--- src/rtl/shift_ctrl_if.sv ---
// Handshake bundle between a requester/datapath and the shift controller.
// The master side issues requests and reports the datapath MSB; the slave side is the controller.
interface shift_ctrl_if #(
  parameter int CNT_W = 5
);
  logic             start;
  logic [CNT_W-1:0] amount;
  logic             mode;
  logic             msb;
  logic             ack;
  logic             load;
  logic             shift_en;
  logic             busy;
  logic             done;
  logic [CNT_W-1:0] shift_count;
  logic             zero_flag;

  modport master (
    output start, amount, mode, msb, ack,
    input  load, shift_en, busy, done, shift_count, zero_flag
  );

  modport slave (
    input  start, amount, mode, msb, ack,
    output load, shift_en, busy, done, shift_count, zero_flag
  );
endinterface

--- src/rtl/shift_ctrl.sv ---
// Sequencer for an external shift-register datapath: parallel load, then a fixed
// number of shifts or a normalize run that stops at the first MSB=1, then a held result.
module shift_ctrl #(
  parameter int WIDTH = 16,
  parameter int CNT_W = 5
) (
  input  logic        clk,
  input  logic        rst,
  shift_ctrl_if.slave bus
);

  typedef enum logic [1:0] {
    IDLE  = 2'd0,
    LOAD  = 2'd1,
    SHIFT = 2'd2,
    DONE  = 2'd3
  } state_t;

  localparam logic [CNT_W-1:0] WIDTH_C = CNT_W'(WIDTH);

  state_t           state_r;
  state_t           state_nxt_s;
  logic [CNT_W-1:0] amt_r;
  logic [CNT_W-1:0] cnt_r;
  logic             mode_r;
  logic             zero_r;
  logic             shift_s;

  // Shift strobe must react in the same cycle the datapath MSB becomes 1.
  assign shift_s = (state_r == SHIFT) && (cnt_r < amt_r) && !(mode_r && bus.msb);

  // State register.
  always_ff @(posedge clk or posedge rst) begin
    if (rst) begin
      state_r <= IDLE;
    end else begin
      state_r <= state_nxt_s;
    end
  end

  // Next-state decode; start is only honoured in IDLE, ack only in DONE.
  always_comb begin
    state_nxt_s = state_r;
    case (state_r)
      IDLE: begin
        if (bus.start) begin
          state_nxt_s = LOAD;
        end else begin
          state_nxt_s = IDLE;
        end
      end
      LOAD: begin
        state_nxt_s = SHIFT;
      end
      SHIFT: begin
        if (shift_s) begin
          state_nxt_s = SHIFT;
        end else begin
          state_nxt_s = DONE;
        end
      end
      DONE: begin
        if (bus.ack) begin
          state_nxt_s = IDLE;
        end else begin
          state_nxt_s = DONE;
        end
      end
      default: begin
        state_nxt_s = IDLE;
      end
    endcase
  end

  // Operation context: latched request, shift counter and normalize result flag.
  always_ff @(posedge clk or posedge rst) begin
    if (rst) begin
      amt_r  <= {CNT_W{1'b0}};
      mode_r <= 1'b0;
      cnt_r  <= {CNT_W{1'b0}};
      zero_r <= 1'b0;
    end else begin
      case (state_r)
        IDLE: begin
          if (bus.start) begin
            amt_r  <= (bus.amount > WIDTH_C) ? WIDTH_C : bus.amount;
            mode_r <= bus.mode;
            cnt_r  <= {CNT_W{1'b0}};
            zero_r <= 1'b0;
          end
        end
        SHIFT: begin
          if (shift_s) begin
            cnt_r <= cnt_r + CNT_W'(1);
          end else if (mode_r && !bus.msb) begin
            zero_r <= 1'b1;
          end
        end
        default: begin
          cnt_r <= cnt_r;
        end
      endcase
    end
  end

  assign bus.load        = (state_r == LOAD);
  assign bus.shift_en    = shift_s;
  assign bus.busy        = (state_r != IDLE);
  assign bus.done        = (state_r == DONE);
  assign bus.shift_count = cnt_r;
  assign bus.zero_flag   = zero_r;

endmodule

--- src/flat_wrapper.sv ---
// flat-port wrapper written by rule: the top's interface ports become plain ports
module shift_ctrl_flat 
#(
  parameter int WIDTH = 16,
  parameter int CNT_W = 5
)
  (clk, rst, bus_start, bus_amount, bus_mode, bus_msb, bus_ack, bus_load, bus_shift_en, bus_busy, bus_done, bus_shift_count, bus_zero_flag);
  shift_ctrl_if #(.CNT_W(CNT_W)) bus_i ();
  input  logic clk;
  input  logic rst;
  input wire logic [$bits(bus_i.start)-1:0] bus_start;
  input wire logic [$bits(bus_i.amount)-1:0] bus_amount;
  input wire logic [$bits(bus_i.mode)-1:0] bus_mode;
  input wire logic [$bits(bus_i.msb)-1:0] bus_msb;
  input wire logic [$bits(bus_i.ack)-1:0] bus_ack;
  output wire logic [$bits(bus_i.load)-1:0] bus_load;
  output wire logic [$bits(bus_i.shift_en)-1:0] bus_shift_en;
  output wire logic [$bits(bus_i.busy)-1:0] bus_busy;
  output wire logic [$bits(bus_i.done)-1:0] bus_done;
  output wire logic [$bits(bus_i.shift_count)-1:0] bus_shift_count;
  output wire logic [$bits(bus_i.zero_flag)-1:0] bus_zero_flag;
  assign bus_i.start = bus_start;
  assign bus_i.amount = bus_amount;
  assign bus_i.mode = bus_mode;
  assign bus_i.msb = bus_msb;
  assign bus_i.ack = bus_ack;
  assign bus_load = bus_i.load;
  assign bus_shift_en = bus_i.shift_en;
  assign bus_busy = bus_i.busy;
  assign bus_done = bus_i.done;
  assign bus_shift_count = bus_i.shift_count;
  assign bus_zero_flag = bus_i.zero_flag;
  shift_ctrl #(.WIDTH(WIDTH), .CNT_W(CNT_W)) u_core (.clk(clk), .rst(rst), .bus(bus_i));
endmodule
--- config.mk ---
export PLATFORM = sky130hd
export DESIGN_NAME = shift_ctrl_flat
export DESIGN_NICKNAME = d
export VERILOG_FILES = /design/src/rtl/shift_ctrl_if.sv /design/src/rtl/shift_ctrl.sv /design/src/flat_wrapper.sv
export SDC_FILE = /design/constraint.sdc
export NUM_CORES = 1
export LEC_CHECK = 0
export ABC_AREA = 0
export BUFFER_PORTS_ARGS = -buffer_cell sky130_fd_sc_hd__buf_2
export CAP_MARGIN = 40
export CORE_MARGIN = 2
export CORE_UTILIZATION = 53
export CTS_CLUSTER_DIAMETER = 80
export DETAILED_ROUTE_END_ITERATION = 16
export PLACE_DENSITY = 0.92
export SYNTH_ARGS = -nofsm -noshare
export SYNTH_HDL_FRONTEND = slang
export SYNTH_SLANG_ARGS = --single-unit
--- constraint.sdc ---
create_clock -name clk -period 3 [get_ports clk]
set_input_delay 0.9 -clock clk [delete_from_list [all_inputs] [get_ports clk]]
set_output_delay 0.9 -clock clk [all_outputs]
set_load 0.05 [all_outputs]
==> implementation parameters, run 1 <==
Parameter                              Value

Worst setup path
  Worst setup slack for register-to-register paths ... 1060 ps
  Worst R2R End ... u_core.bus.shift_count[4]
  Startpoint of the worst-slack reg-to-reg timing path ... u_core.bus.shift_count[2]
  Worst Setup End Kind ... output port
  CP arrival ... 1830 ps
  Data required time at the worst endpoint ... 2100 ps
  Worst setup path startpoint ... u_core.bus.shift_count[2]
  Crit start category ... register
  CP max FO ... 7
  Logic depth of the worst register-to-register path ... 7
  Critical Setup Path Class ... reg2out

Pwr
  Sequential share of power ... 33.0%
  Power density over cell area ... 1141 mW/mm^2
  Static power due to leakage ... 0.0004826 uW
  Peak supply drop ... 0.0007263 V
  Combinational share of power ... 56.2%
  P_int ... 502.4 uW
  Sw Ratio ... 50.99%
  Proportion of power drawn by the clock network ... 10.8%
  Switching power ... 522.6 uW

Global routing
  Total routing usage reported by global routing ... 19.21%
  First-pass GRT wire length ... 2504 microns
  Via count of the first global-routing pass ... 601
  Initial antenna violation count ... 0
  Overflow after GRT ... 0
  Largest net degree at the start of global routing ... 17

Placed design
  GP Congestion ... 0.7318
  Number of placed instances with taps included ... 114
  Dpl hpwl ... 1107 microns
  Instance area after placement ... 875.8 sq um
  Count of input and output buffers ... 20
  Pre-CTS worst setup slack ... 408.8 ps

STA
  Total count of max-transition violations in the final report ... 0
  Actual transition at the worst max-transition pin ... 507.8 ps
  Final worst path period share ... 91.03%
  Highest achievable clock rate ... 366.2 MHz
  Worst setup margin ... 269.1 ps
  Tightest slew margin relative to the limit ... 66.11%
  Aggregate negative setup slack ... 0 ps
  Final Skew ... 5.965 ps
  # setup viols final ... 0
  Unrepaired setup endpoints after global routing ... no
  Time the final worst path needs with I/O delays and setup ... 2731 ps
  Final hold vios ... 0

Cells and area
  Final instance area ... 898.4 sq um
  Count of nets after finishing ... 120
  Layout Utilization ... 68.19%
  Number of inserted filler cells in the final layout ... 105
  Area Growth Syn to Fin ... 18.48%
  Layout cell share with drive strength beyond 1 ... 28.43%
  Area of the multi-input gates ... 365.4 sq um
  Non-Filler Instances ... 117
  Seq. cell area ... 350.3 sq um
  Diodes inserted ... 0

Detailed routing
  Drt first pass iters ... 4
  Via total after detailed routing ... 632
  Starting DRT DRC Count ... 6
  Wirelength per Cell ... 12.51 microns
  WL final ... 1464 microns
  Number of remaining DRC errors ... 0
  Routed Antenna Nets ... 0
  Avg Vias per Cell ... 5.402

Yosys
  Total of flip-flops plus latches after synthesis ... 14
  Average footprint of a synthesized cell ... 9.478 sq um
  Summed instance area of the synthesized netlist ... 758.2 sq um
  Dominant cell by count in the synthesized netlist ... dfrtp_1
  Post-synth EDFFs ... 0
  Fraction of registers with async set or reset after synthesis ... 100.0%
  Proportion of synthesized chip area in sequential cells ... 46.20%
  Number of instances in the synthesized netlist ... 80
  Largest cells by area after synthesis ... dfrtp_1, ha_1, o21ai_0
  Number of distinct library cells after synthesis ... 27
  Top cell type's share of synthesized area ... 46.20%
  Cell type with the highest aggregate area in the netlist ... dfrtp_1
  Synthesized Nets ... 96
  List of most frequent post-synthesis cells ... dfrtp_1, nand2_1, inv_1
  Dominant synthesized flop cell ... dfrtp_1
  Count of yosys warnings during synthesis ... 0

Floorplan
  Die Wd ... 41.83 microns
  Chip height ... 41.83 microns
  Initial cell density of the core ... 57.55%
  Area enclosed by the die boundary ... 0.001749 sq mm
  Placement row count ... 13
  Placeable core region ... 0.001318 sq mm
  Top-level port count ... 21

Clock network
  Clock H-tree levels ... 1
  TritonCTS Buffers ... 3
  CTS root buf ... clkbuf_4
  CTS sink cnt ... 14
  CTS tree ... built
  CTS max path bufs ... 2
  Hold-fix buffers, CTS ... 0
  Number of setup buffers added after CTS ... 0
  Clock transition at path regs ... 80 ps
  Count of instances resized after the clock tree is built ... 0
  Later-pin clock latency in the skew report ... 290 ps

Worst hold path
  Hold Startpoint ... u_core.amt_r[3]
  Hold Path Class ... reg2reg
  Hold worst-path end ... u_core.amt_r[3]
  Hold Path Stages ... 2

Flow run
  Max cap viols ... 0

Status
  Result of the run ... finished clean
## flip-flops by register name, summed over array words and instances (netlist names)
register / cells
u_core.bus.zero_flag: 1
u_core.amt_r: 5
u_core.state_r: 2
u_core.bus.shift_count: 5
u_core.mode_r: 1
## through the flow
stage	total power [uW]	hold slack, ps
final	1025	485.3
after global routing	1097	528.6
after global placement	895.7	466.3
after floorplan	778.4	449.8
after CTS	1031	488.8
after detailed placement	922.0	470.7
## critical path, stage by stage (launching register included)
cell and delay, ps:
dfrtp_1 450, ha_1 340, a21o_1 160, a31oi_1 140, o21ai_1 110, inv_1 80, buf_2 260
## power by group through the flow
stage / registers [uW] / logic [uW] / clock network (uW)
after detailed placement: 342 / 580 / 0
after floorplan: 428 / 350 / 0
final: 339 / 576 / 110
after CTS: 339 / 582 / 110
after global routing: 352 / 624 / 121
after global placement: 340 / 556 / 0
## cell usage in the layout, fill, tap and decap left out, types with 3 or more instances in the layout
cell type	netlist	routed
inv_1	9	9
clkbuf_4	0	3
ha_1	5	5
nand2_1	10	10
dfrtp_1	14	14
buf_2	1	20
and3_1	3	3
o21ai_0	8	8
nand2b_1	5	5
## final cells by class
cell class / count / share of cell area, %
clock buffers: 3 / 2.507
inverters: 9 / 3.760
multi-input cells: 55 / 40.67
flip-flops and latches: 14 / 39.00
well taps: 15 / 2.089
repair buffers: 21 / 11.98
## routing by layer
metal | global-route usage [%] | share of wire [%] | up-vias
met2 | 35.31 | 49 | 13
met3 | 2.609 | 4.0 | 4
met4 | 11.61 | 2.7 | 0
li1 | - | - | 321
met1 | 20.39 | 44 | 294
met5 | 0 | 0 | -
## how the worst max path moves through the flow
| stage | to | cells after the start |
|---|---|---|
| 6_report | bus_shift_en | 6 |
| 5_1_grt | bus_shift_en | 6 |
| 4_1_cts | bus_shift_en | 6 |
| 3_5_place_dp | bus_shift_en | 6 |
| 3_3_place_gp | bus_shift_en | 6 |
| 2_1_floorplan | bus_shift_en | 6 |
## cells by family after synthesis
logic type      share of synthesized area, %
compound gates                         16.67
fa+ha+maj                              8.251
buf+inv                                5.609
flops                                  46.21
mux                                    2.970
simple gates                           20.30
No activity file was read; power rests on OpenSTA's default activity.
==> run 2, diff against run 1 <==
==> constraint.sdc (replaced) <==
create_clock -name clk -period 3 [get_ports clk]
set_input_delay 0.15 -clock clk [delete_from_list [all_inputs] [get_ports clk]]
set_output_delay 0.15 -clock clk [all_outputs]
set_load 0.05 [all_outputs]
==> implementation parameters, run 2 (synthesis gave the netlist of run 1 again) <==
Parameter                              Value

Status
  Result of the run ... finished clean

Clock network
  CTS root buf ... clkbuf_4
  Number of setup buffers added after CTS ... 0
  CTS tree ... built
  TritonCTS Buffers ... 3
  Clock transition at path regs ... 80 ps
  CTS max path bufs ... 2
  Clock H-tree levels ... 1
  Later-pin clock latency in the skew report ... 270 ps
  CTS sink cnt ... 14

Worst setup path
  Slowest cell on crit path ... o21ai_1
  Worst Setup End Kind ... output port
  Crit path max-delay family ... compound AO/OA/AOI/OAI gates
  CP Buf/Inv Count ... 2
  Data required time at the worst endpoint ... 2850 ps
  Crit start category ... register
  CP max FO ... 12
  Critical Setup Path Class ... reg2out
  Delay of the slowest cell on the worst path ... 540 ps
  Worst setup path startpoint ... u_core.bus.shift_count[2]
  CP arrival ... 2080 ps
  Startpoint of the worst-slack reg-to-reg timing path ... u_core.bus.shift_count[2]
  Cell Chain, Critical Path ... ha_1, a21o_1, a31oi_1, o21ai_1, inv_1, buf_2

Floorplan
  Die Wd ... 41.83 microns
  Chip height ... 41.83 microns
  Area enclosed by the die boundary ... 0.001749 sq mm
  Placeable core region ... 0.001318 sq mm
  Initial cell density of the core ... 57.55%
  Top-level port count ... 21
  Placement row count ... 13

Detailed routing
  Drt first pass iters ... 4
  WL final ... 1261 microns
  Via total after detailed routing ... 626
  Avg Vias per Cell ... 5.305
  Number of remaining DRC errors ... 0
  Wirelength per Cell ... 10.69 microns
  Routed met2 length ... 570 microns
  Met3 wire length ... 57 microns
  Starting DRT DRC Count ... 10
  Uppermost signal routing layer after detailed routing ... met4
  Detailed-route wire length on metal 1 ... 622 microns
  Routed Antenna Nets ... 0

STA
  Final Skew ... 1.290 ps
  Highest achievable clock rate ... 449.3 MHz
  Actual transition at the worst max-transition pin ... 655.1 ps
  # setup viols final ... 0
  Worst setup margin ... 774.4 ps
  Final-layout worst hold slack ... 75.47 ps
  Aggregate negative setup slack ... 0 ps
  Tightest slew margin relative to the limit ... 56.04%
  Total count of max-transition violations in the final report ... 0
  Final hold vios ... 0
  Unrepaired setup endpoints after global routing ... no
  Final worst path period share ... 74.19%
  Time the final worst path needs with I/O delays and setup ... 2226 ps

Flow run
  Max cap viols ... 0

Global routing
  First-pass GRT wire length ... 2366 microns
  Largest net degree at the start of global routing ... 17
  Overflow after GRT ... 0
  Via count of the first global-routing pass ... 554
  Initial antenna violation count ... 0
  Total routing usage reported by global routing ... 17.17%

Placed design
  Dpl hpwl ... 998.1 microns
  GP Congestion ... 0.7454
  Count of input and output buffers ... 20
  Pre-CTS worst setup slack ... 1059 ps

Cells and area
  Most common cell after layout, fill and taps aside ... buf_2
  Commonest non-fill, non-tap cells in the layout ... buf_2, dfrtp_1, nand2_1
  Area Growth Syn to Fin ... 20.63%
  Diodes inserted ... 0
  Layout cell share with drive strength beyond 1 ... 28.16%
  Count of nets after finishing ... 120

Worst hold path
  Hold Path Class ... in2reg
  Hold Startpoint ... bus_start

Pwr
  Power density over cell area ... 1116 mW/mm^2
  Peak supply drop ... 0.0007057 V
  Static power due to leakage ... 0.0004896 uW
run 2: per-stage QoR:
stage	total power, uW	cell area, sq um	utilization (%)	cells
floorplan	778.4	758.2	-	80
global placement	881.2	868.3	65.91	113
detailed placement	895.9	868.3	65.91	113
CTS	1028	914.6	69.42	118
global route	1096	914.6	69.42	118
finish	1021	914.6	69.42	118
run 2: final cells by class:
cell class | count | area, sq um
multi-input combinational | 55 | 365.4
fill | 94 | 402.9
timing repair buffer | 21 | 110.1
sequential | 14 | 350.3
tap | 15 | 18.77
clock buffer | 4 | 36.28
inverter | 9 | 33.78
run 2: repair_timing:
action / 4_1_cts / 5_1_grt
setup endpoints to repair: 0 / 0
hold buffers: 1 / 0
hold endpoints to repair: 14 / 0
resized for setup: 0 / 0
run 2: worst paths after layout:
path	endpoint	slack, ps	depth (start not counted)
worst max register to register	u_core.bus.shift_count[2]	1000	6
worst max-delay path	bus_shift_en	770	6
worst min register to register	u_core.amt_r[1]	480	2
max in group asynchronous	u_core.state_r[1]	2230	3
min in group asynchronous	u_core.amt_r[0]	440	3
worst min-delay path	u_core.bus.zero_flag	80	2
run 2: per-layer routing:
metal  global-route usage [%]  vias to the layer above
li1                         -                      326
met1                    25.42                      282
met2                    25.62                       16
met3                    2.609                        2
met4                    5.806                        0
met5                        0                        -
run 2: report_power, final:
part           switching [uW]  leakage [uW]  internal, uW
registers                74.9      0.000177           264
clock network            55.9     0.0000210          73.7
logic                     373      0.000292           179
